==> src/rtl/control_seq.sv <==
// control_seq -- microcode sequencer for a small 8-bit accumulator CPU.
//
// A registered microstep counter (T0..T4) plus a sticky halt flag. Every
// bus/PC strobe is a purely combinational decode of the current step, the
// instruction register, the flags, run, halted and RST.
//
// Optional build macro: STEP_SKIP_EN
//   defined   -> each instruction returns to T0 right after its last step
//                that asserts any strobe (short instructions finish early).
//   undefined -> every instruction occupies exactly five cycles, T0..T4.
// Per-step strobe patterns are identical in both builds.
//
// Flow control: run is a level-sensitive enable. A step is consumed on a
// rising edge only when run=1, halted=0 and RST=0; in any cycle where that
// is not true the step holds and every strobe is forced to 0, so nothing
// downstream ever sees a strobe for a step that will not complete.

module control_seq (
  input  logic       CLK,
  input  logic       RST,
  input  logic [7:0] instr,
  input  logic       flag_c,
  input  logic       flag_z,
  input  logic       run,
  output logic       count_en,
  output logic       WEN,
  output logic [3:0] jaddr,
  output logic       pc_out,
  output logic       mar_in,
  output logic       ram_in,
  output logic       ram_out,
  output logic       ir_in,
  output logic       ir_out,
  output logic       a_in,
  output logic       a_out,
  output logic       b_in,
  output logic       alu_out,
  output logic       alu_sub,
  output logic       flags_in,
  output logic       out_in,
  output logic       halted,
  output logic [2:0] step
);

  // Microstep encoding; the numeric value is what appears on the step port.
  typedef enum logic [2:0] {
    T0 = 3'd0,
    T1 = 3'd1,
    T2 = 3'd2,
    T3 = 3'd3,
    T4 = 3'd4
  } step_e;

  localparam logic [3:0] OP_NOP = 4'b0000;
  localparam logic [3:0] OP_LDA = 4'b0001;
  localparam logic [3:0] OP_ADD = 4'b0010;
  localparam logic [3:0] OP_SUB = 4'b0011;
  localparam logic [3:0] OP_STA = 4'b0100;
  localparam logic [3:0] OP_LDI = 4'b0101;
  localparam logic [3:0] OP_JMP = 4'b0110;
  localparam logic [3:0] OP_JC  = 4'b0111;
  localparam logic [3:0] OP_JZ  = 4'b1000;
  localparam logic [3:0] OP_OUT = 4'b1110;
  localparam logic [3:0] OP_HLT = 4'b1111;

  step_e      step_q, step_d;
  logic       halted_q, halted_d;

  logic [3:0] opcode;
  logic       active;
  logic       jump_taken;
  step_e      last_step;

  assign opcode = instr[7:4];

  // A step executes only when running, not halted and not in reset.
  assign active = run & ~halted_q & ~RST;

  // The PC load value is always the operand; it only matters while WEN=1.
  assign jaddr  = instr[3:0];
  assign step   = step_q;
  assign halted = halted_q;

  // Decide whether the current opcode's jump condition holds this cycle.
  always_comb begin
    jump_taken = 1'b0;
    case (opcode)
      OP_JMP:  jump_taken = 1'b1;
      OP_JC:   jump_taken = flag_c;
      OP_JZ:   jump_taken = flag_z;
      default: jump_taken = 1'b0;
    endcase
  end

  // Final microstep of the current instruction before wrapping to T0.
  always_comb begin
    last_step = T4;
`ifdef STEP_SKIP_EN
    case (opcode)
      OP_LDA, OP_STA: last_step = T3;
      OP_ADD, OP_SUB: last_step = T4;
      default:        last_step = T2;
    endcase
`else
    last_step = T4;
`endif
  end

  // Next-state logic for the step counter and the sticky halt flag.
  always_comb begin
    step_d   = step_q;
    halted_d = halted_q;
    if (RST) begin
      step_d   = T0;
      halted_d = 1'b0;
    end else if (active) begin
      if ((step_q == T2) && (opcode == OP_HLT)) begin
        // Halt parks the sequencer at T0 until the next reset.
        halted_d = 1'b1;
        step_d   = T0;
      end else if (step_q == last_step) begin
        step_d = T0;
      end else begin
        step_d = step_e'(step_q + 3'd1);
      end
    end
  end

  // State register with synchronous active-high reset.
  always_ff @(posedge CLK) begin
    if (RST) begin
      step_q   <= T0;
      halted_q <= 1'b0;
    end else begin
      step_q   <= step_d;
      halted_q <= halted_d;
    end
  end

  // Strobe decode: fetch in T0/T1, opcode-specific execute in T2..T4.
  always_comb begin
    count_en = 1'b0;
    WEN      = 1'b0;
    pc_out   = 1'b0;
    mar_in   = 1'b0;
    ram_in   = 1'b0;
    ram_out  = 1'b0;
    ir_in    = 1'b0;
    ir_out   = 1'b0;
    a_in     = 1'b0;
    a_out    = 1'b0;
    b_in     = 1'b0;
    alu_out  = 1'b0;
    alu_sub  = 1'b0;
    flags_in = 1'b0;
    out_in   = 1'b0;
    if (active) begin
      case (step_q)
        T0: begin
          pc_out = 1'b1;
          mar_in = 1'b1;
        end
        T1: begin
          ram_out  = 1'b1;
          ir_in    = 1'b1;
          count_en = 1'b1;
        end
        T2: begin
          case (opcode)
            OP_LDA, OP_ADD, OP_SUB, OP_STA: begin
              ir_out = 1'b1;
              mar_in = 1'b1;
            end
            OP_LDI: begin
              ir_out = 1'b1;
              a_in   = 1'b1;
            end
            OP_JMP, OP_JC, OP_JZ: begin
              // An untaken conditional jump is a silent step.
              ir_out = jump_taken;
              WEN    = jump_taken;
            end
            OP_OUT: begin
              a_out  = 1'b1;
              out_in = 1'b1;
            end
            default: begin
              // NOP, HLT and undefined opcodes assert nothing here.
            end
          endcase
        end
        T3: begin
          case (opcode)
            OP_LDA: begin
              ram_out = 1'b1;
              a_in    = 1'b1;
            end
            OP_ADD, OP_SUB: begin
              ram_out = 1'b1;
              b_in    = 1'b1;
            end
            OP_STA: begin
              a_out  = 1'b1;
              ram_in = 1'b1;
            end
            default: begin
            end
          endcase
        end
        T4: begin
          if ((opcode == OP_ADD) || (opcode == OP_SUB)) begin
            alu_out  = 1'b1;
            a_in     = 1'b1;
            flags_in = 1'b1;
            alu_sub  = (opcode == OP_SUB);
          end
        end
        default: begin
        end
      endcase
    end
  end

endmodule

==> config.mk <==
export PLATFORM = sky130hd
export DESIGN_NAME = control_seq
export DESIGN_NICKNAME = d
export VERILOG_FILES = /design/src/rtl/control_seq.sv
export SDC_FILE = /design/constraint.sdc
export NUM_CORES = 1
export LEC_CHECK = 0
export BUFFER_PORTS_ARGS = -buffer_cell sky130_fd_sc_hd__buf_2
export CAP_MARGIN = 20
export CORE_AREA = 2 2 39 41
export CTS_BUF_LIST = sky130_fd_sc_hd__clkbuf_4
export DETAILED_ROUTE_END_ITERATION = 8
export DIE_AREA = 0 0 41 43
export HOLD_SLACK_MARGIN = 0.08
export PLACE_DENSITY = 0.86
export SKIP_CTS_REPAIR_TIMING = 1
export SLEW_MARGIN = 20
export SYNTH_ARGS = -nofsm -noshare
export SYNTH_HDL_FRONTEND = slang
export SYNTH_SLANG_ARGS = --single-unit
==> constraint.sdc <==
create_clock -name CLK -period 2.88 [get_ports CLK]
set_clock_uncertainty 0.05 [all_clocks]
set_input_delay 0 -clock CLK [delete_from_list [all_inputs] [get_ports CLK]]
set_output_delay 0 -clock CLK [all_outputs]
set_load 0.05 [all_outputs]
After elaboration in Yosys (flattened, before gate mapping)
Index checks and enable logic that the tools add are counted.
{"block": "word_totals", "ff_bits": 4, "in_bits": 13, "output_inout_bits": 23, "elab_cells": 70}
{"block": "classes", "addsub": 1, "n_eq_ne": 14, "muxes": 40, "bitwise_logic": 4, "n_reduce_logical": 9}
{"cell": "2-to-1 mux 1 bit", "count": 32}
{"cell": "equality test 4 x 3 -> 1 bit (second input constant)", "count": 4}
{"cell": "equality test 4 bit (second input constant)", "count": 3}
{"cell": "equality test 4 x 2 -> 1 bit (second input constant)", "count": 2}
{"cell": "case mux 1 bit (2 select lines)", "count": 4}
{"cell": "equality test 3 x 2 -> 1 bit (second input constant)", "count": 2}
{"cell": "2-to-1 mux 3 bit", "count": 2}
{"cell": "case mux 1 bit (3 select lines)", "count": 2}
{"cell": "OR reduction 3 bit", "count": 2}
{"cell": "OR reduction 5 bit", "count": 1}
{"cell": "equality test 4 x 1 -> 1 bit (second input constant)", "count": 1}
{"cell": "OR reduction 4 bit", "count": 1}
{"cell": "adder 3 x 1 -> 3 bit (second input constant)", "count": 1}
{"cell": "equality test 3 x 1 -> 1 bit (second input constant)", "count": 1}
{"cell": "equality test 3 bit (second input constant)", "count": 1}
{"cell": "logical NOT 3 bit", "count": 1}
{"cell": "AND 1 bit", "count": 2}
{"cell": "inverter 1 bit", "count": 2}
{"cell": "AND reduction 2 bit", "count": 1}
{"cell": "OR reduction 2 bit", "count": 1}
{"cell": "logical AND 1 bit", "count": 1}
{"cell": "logical OR 1 bit", "count": 1}

Longest topological paths before layout
Gate-level depths: netlist of the first run.
{"block": "logic_depth", "word_depth": 5, "mapped_depth": 6, "ltp_nobuf": 6}

Least setup slack after synthesis of the first run
No wires, ideal clock.
{"block": "synth_timing", "path_kind": "register to output", "start": "register step_q[0], in the netlist step[0]", "end": "output port ram_out", "arrival_ps": 2641, "required_time_ps": 2830, "slack_ps": 189, "stages_incl_launch_ff": 5, "n_path_buf": 0, "cell_sequence": "dfxtp_1 > ha_1 > ha_1 > a31oi_1 > nor4_1"}
{"block": "synth_between", "elab_chain_len": 3, "word_cells_on_any_way": 4, "cone_classes": "eq/ne (2); mux (2)"}
{"item": "from (decl)", "line_no": "66", "text": "step_e step_q, step_d;"}
{"item": "from (signal assigned)", "line_no": "135", "text": "step_q <= step_d;"}
{"item": "equality test 3 x 2 -> 1 bit or equality test 3 x 1 -> 1 bit (tied branches)", "line_no": "158", "text": "case (step_q)"}
{"item": "case mux 1 bit (2 select lines) *", "line_no": "158"}
{"item": "2-to-1 mux 1 bit *", "line_no": "157", "text": "if (active) begin"}
{"item": "to (decl)", "line_no": "31", "text": "output logic ram_out,"}
Every way passes the cells marked *; elsewhere a longest branch is shown, timed or not.

Worst setup path after layout of the first run
{"block": "layout_timing", "start": "input port RST", "end": "output port a_in"}
{"block": "layout_between", "elab_chain_len": 3}
{"item": "from (decl)", "line_no": "20", "text": "input logic RST,"}
{"item": "inverter 1 bit", "line_no": "77", "text": "assign active = run & ~halted_q & ~RST;"}
{"item": "AND 1 bit", "line_no": "77"}
{"item": "2-to-1 mux 1 bit", "line_no": "157"}
{"item": "to (decl)", "line_no": "34", "text": "output logic a_in,"}
Every way passes these cells.

==> results of run 1 <==
[layer usage]
layer	vias up	routed length [um]
met5	-	0
met2	30	750
met3	0	87
met4	0	0
met1	277	601
li1	329	-
[Yosys cell counts (all sizes together) (2+ instances only)]
library cell,n,share of area [%]
nand3,5,4.7
nor2,10,7.1
ha,5,12
nor4,2,2.4
nand3b,2,2.8
or3,2,2.4
inv,5,3.5
and3,3,3.5
nand4b,2,3.3
buf,6,8.5
nor3,3,2.8
o21ai,2,1.9
dfxtp,4,15
nand2,9,6.4
clkbuf,4,3.1
a21oi,6,5.7
[worst min-delay path by stage]
stage / cells after the start / slack (ns) / start / end
global route: 5 / 0.29 / instr[4] / halted
global placement: 0 / -0.05 / instr[0] / jaddr[0]
floorplan: 1 / 0.02 / RST / step[0]
CTS: 2 / -0.06 / RST / step[2]
finish: 5 / 0.22 / instr[4] / halted
detailed placement: 0 / -0.05 / instr[0] / jaddr[0]
[critical path: stages]
cell           delay, ns
dlygate4sd3_1       0.53
buf_2               0.15
or3b_1              0.46
nor2_1              0.27
nand3_1             0.12
a22oi_1             0.14
buf_2               0.28
[registers in the layout (all words and copies together), names as in the netlist]
name    count
halted      1
step        3
[power by group through the flow]
stage / Combinational [mW] / Sequential, mW / Clock (mW)
finish: 0.0744 / 0.0592 / 0.0677
global route: 0.0797 / 0.0595 / 0.0730
CTS: 0.0571 / 0.0591 / 0.0727
detailed placement: 0.0567 / 0.0600 / 0
global placement: 0.0553 / 0.0599 / 0
floorplan: 0.0515 / 0.0647 / 0
[cell families (layout without fill, tap and decap cells)]
group,after synthesis,after routing
fa+ha+maj,5,5
compound gates,14,14
buf+inv,15,41
simple gates,42,42
flops,4,4
[through the flow]
stage,worst slack [ns],hold slack [ns]
6_report,0.8778,0.2171
5_1_grt,0.7539,0.2922
4_1_cts,0.9224,-0.05855
3_5_place_dp,1.171,-0.04966
3_3_place_gp,1.231,-0.04966
2_1_floorplan,0.1892,0.01907
[layout make-up]
class,instances,area [um^2]
clock buffer,3,22.52
fill,140,678.2
inverter,5,18.77
multi-input combinational,61,369.1
sequential,4,80.08
tap,16,20.02
timing repair buffer,33,195.2
==> results.py, run 1 <==
metrics = {
    "outcome": {
        "status": "completed",
    },
    "worst_setup_path": {
        "path_class": "in -> out",
        "regToRegStartpoint": "step[0]",
        "endpoint": "a_in",
        "worst_ep_required_time_ns": 2.83,
        "rrSetupSlack_ns": 1.15,
        "r2r-end": "step[0]",
        "crit_path_start": "RST",
        "cp-end-kind": "output port",
        "cp-start-kind": "input pin",
        "critPathMaxFanout": 8,
        "cp.arrival_ns": 1.95,
        "r2r_cells": 6,
    },
    "clock_network": {
        "clkTransAtPathRegs_ns": 0.04,
        "insertion_delay_ns": 0.23,
        "clockRootBuffer": "clkbuf_4",
        "numCtsBuffers": 3,
        "cts_tree": "done",
        "clock_path_buffers": 2,
        "clkSinkCount": 4,
        "htreeDepth": 1,
    },
    "global_routing": {
        "grt_util_met3_pct": 0,
        "met1_usage_pct": 20.65,
        "use_met2_pct": 28.13,
        "track_usage_pct": 16.68,
        "antenna_found_initial": 0,
        "gr-total-overflow": 0,
        "grt_max_degree": 11,
        "grt_pass1_vias": 535,
        "grt.busiest_layer": "met2",
        "grt_pass1_wl_um": 2097,
    },
    "min_path": {
        "worstHoldPathType": "in -> reg",
    },
    "finish": {
        "final_layout_size_suffix_gt1_share_pct": 29.25,
        "syn_to_final_growth_pct": 33.33,
        "layout_commonest_cell": "buf_2",
        "diodes": 0,
        "design_area_um2": 705.7,
        "final_nets": 126,
        "utilization_pct": 50.99,
        "layout_common_cells": "buf_2, nor2_1, nand2_1",
        "final_cells": 122,
    },
    "placement": {
        "dp_hpwl_um": 1084,
        "port_buffers": 27,
        "place.gp.congestion": 0.7826,
        "placedCellCount": 113,
        "dpl-instance-area_um2": 623.1,
    },
    "yosys": {
        "synth_seq_cells": 4,
        "synth_nets": 98,
        "synthMuxAreaShare_pct": 0,
        "synth-seq-area-share_pct": 15.13,
        "synthAdderAreaFrac_pct": 11.82,
        "synth_top_family_by_area": "simple AND/OR/NAND/NOR gates",
        "synth-main-ff-cell": "dfxtp_1",
        "synth-simple-area-share_pct": 41.61,
        "synthCells": 80,
        "synthXorXnorAreaFrac_pct": 0,
        "syn_avg_cell_area_um2": 6.616,
        "synth_warnings": 0,
        "synth-compound-area-share_pct": 16.31,
        "netlist_area_um2": 529.3,
        "async_flop_share_pct": 0,
        "ys_types": 27,
        "synth_edf_count": 0,
    },
    "power_and_ir_drop": {
        "power_uw": 201.3,
        "intPower_uw": 126.5,
        "power_switching_uw": 74.81,
        "combPwrFrac_pct": 36.9,
        "powerDensity_nw_per_um2": 285.2,
        "ir_drop_mv": 0.1790,
        "seq_power_share_pct": 29.4,
        "p_clk_share_pct": 33.6,
        "swShare_pct": 37.17,
        "power_leakage_nw": 0.3468,
    },
    "run": {
        "cap_violations": 0,
    },
    "timing": {
        "setup_tns_ns": 0,
        "slew_headroom_pct": 61.36,
        "min_period_ns": 2.002,
        "setup_viol": 0,
        "clock.fmax_ghz": 0.4995,
        "fin_crit_sh_pct": 69.52,
        "tightestPinTransition_ns": 0.5784,
        "slew_viol_final": 0,
        "final_hold_viol_count": 0,
        "rsz0062_at_grt": "no",
    },
    "detailed_routing": {
        "ant_nets": 0,
        "drt_first_pass_iters": 4,
        "wl_per_cell_um": 11.80,
        "drc": 0,
        "drt-vias-per-instance": 5.213,
        "vias": 636,
        "drt_iter0_drc": 30,
        "wirelength_um": 1440,
    },
    "floorplanning": {
        "dieArea_um2": 1763,
        "core.rowCount": 14,
        "ios": 36,
        "die_y_um": 43,
        "core_um2": 1384,
        "dieWidth_um": 41,
        "start_util_pct": 38.25,
    },
}
Power figures use the tool's default switching activity.
==> run 2: changes to the inputs <==
Settings changed: CORE_AREA 2 2 39 41 to default, CORE_MARGIN from default to 2, CORE_UTILIZATION from default to 38, DIE_AREA 0 0 41 43 to default.
Clock period 2.88 ns to 1.8 ns, I/O delays scaled along.
==> run 2 against run 1 <==
Net effect: routed wire length rose by 1.3%; power up 80%; clock-buffer cell count up 1; first-iteration DRC count is 77% lower; cell area is 18% higher; combinational power up 76%; sequential share of layout area fell by 0.65 points; utilization rose by 13 points; critical path depth shrank 3; global-route usage is 1.4 points higher.
==> results.py, run 2 (synthesized netlist as in run 1, its figures left out) <==
metrics = {
    "finish": {
        "layout_commonest_cell": "buf_2",
        "diodes": 0,
        "final_cells": 124,
        "final_nets": 128,
        "largest_register_ffs": 3,
        "final_layout_size_suffix_gt1_share_pct": 46.79,
        "syn_to_final_growth_pct": 56.97,
        "fill_cells": 131,
        "layout_common_cells": "buf_2, nand2_1, nor2_1",
    },
    "worst_setup_path": {
        "crit_path_top_delay_cell": "or3b_1",
        "cp-end-kind": "output port",
        "crit_chain": "or3b_1, buf_4, nor4_4, buf_2",
        "cp-start-kind": "register",
        "path_class": "reg -> out",
        "critical_path.top_delay_family": "simple AND/OR/NAND/NOR gates",
        "cpPeakStageDelay_ns": 0.40,
        "critPathMaxFanout": 7,
        "critical_path_buf_inv_count": 2,
        "worst_ep_required_time_ns": 1.75,
        "cp.arrival_ns": 1.64,
    },
    "global_routing": {
        "grt_max_degree": 11,
        "grt_pass1_wl_um": 2028,
        "gr-total-overflow": 0,
        "grt_pass1_vias": 504,
        "track_usage_pct": 18.12,
        "antenna_found_initial": 0,
    },
    "timing": {
        "setup_viol": 0,
        "setup_tns_ns": 0,
        "clock.fmax_ghz": 0.5924,
        "fin_crit_sh_pct": 93.78,
        "fin_ws_ns": 0.1120,
        "min_period_ns": 1.688,
        "slew_viol_final": 0,
        "rsz0062_at_grt": "no",
        "tightestPinTransition_ns": 0.4962,
        "slew_headroom_pct": 66.81,
        "final_hold_viol_count": 0,
    },
    "detailed_routing": {
        "wirelength_um": 1458,
        "drt_iter0_drc": 7,
        "vias": 669,
        "drt-vias-per-instance": 5.395,
        "drt_first_pass_iters": 4,
        "drc": 0,
        "wl_per_cell_um": 11.76,
        "ant_nets": 0,
    },
    "placement": {
        "placedCellCount": 114,
        "dp_hpwl_um": 1146,
        "port_buffers": 27,
        "pre_cts_slack_ns": 0.1333,
        "place.gp.congestion": 0.8774,
    },
    "clock_network": {
        "clkTransAtPathRegs_ns": 0.04,
        "cts_tree": "done",
        "clkSinkCount": 4,
        "insertion_delay_ns": 0.24,
        "clockRootBuffer": "clkbuf_4",
        "htreeDepth": 1,
        "numCtsBuffers": 3,
        "clock_path_buffers": 2,
    },
    "power_and_ir_drop": {
        "powerDensity_nw_per_um2": 437.2,
        "ir_drop_mv": 0.3634,
        "power_uw": 363.2,
        "power_leakage_nw": 0.3659,
    },
    "outcome": {
        "status": "completed",
    },
    "floorplanning": {
        "dieWidth_um": 41.32,
        "dieArea_um2": 1707,
        "die_y_um": 41.32,
        "start_util_pct": 40.67,
        "core_um2": 1301,
        "ios": 36,
        "core.rowCount": 13,
    },
    "run": {
        "cap_violations": 0,
    },
    "min_path": {
        "worstHoldPathType": "in -> reg",
    },
}
==> run 2: changes by cell type in the layout (fill, tap and decap cells not counted), moves of 3 or more <==
cell	delta
buf_2	-3
clkbuf_4	+3
dfxtp_1	-3
ha_1	-3
==> run 2: layout make-up <==
type	count	area, um^2	share of cell area [%]
Multi-Input combinational cell	61	449.2	54.07
Timing Repair Buffer	35	221.5	26.66
Sequential cell	4	88.84	10.69
Clock buffer	4	30.03	3.614
Inverter	5	22.52	2.711
Tap cell	15	18.77	2.259
==> run 2: worst min-delay path: stages <==
cell and delay [ns]:
buf_2 0.09, nor3b_1 0.06, buf_4 0.14, nand4b_1 0.09, a21oi_1 0.06
==> run 2: layer usage <==
metal	share of wire (%)	up-vias	GRT usage, %
met4	1.0	0	11.29
li1	-	334	-
met1	42	306	21.09
met5	0	-	0
met3	6.8	2	3.723
met2	50	27	30.08
==> run 2: path summary, 6_finish.rpt <==
path | startpoint | end | slack (ns) | cells past startpoint
min reg2reg | halted | halted | 0.44 | 2
max | halted | ram_out | 0.11 | 4
max reg2reg | step[0] | step[2] | 0.14 | 6
min | RST | step[1] | 0.21 | 5
==> run 2: stage by stage <==
step           hold slack, ns  area (um^2)  utilization, %
4_1_cts              -0.07654        726.9           55.87
5_1_grt                0.2309        830.8           63.85
3_5_place_dp         -0.04941        696.9           53.56
3_3_place_gp         -0.04941        696.9           53.56
2_1_floorplan        0.009357        589.3               -
6_report               0.2074        830.8           63.85
==> run 2: report_power, final <==
group | internal, mW | switching, mW | total, mW
registers | 0.0901 | 0.00440 | 0.0945
clock network | 0.0984 | 0.0398 | 0.138
logic | 0.0414 | 0.0892 | 0.131
total | 0.230 | 0.133 | 0.363
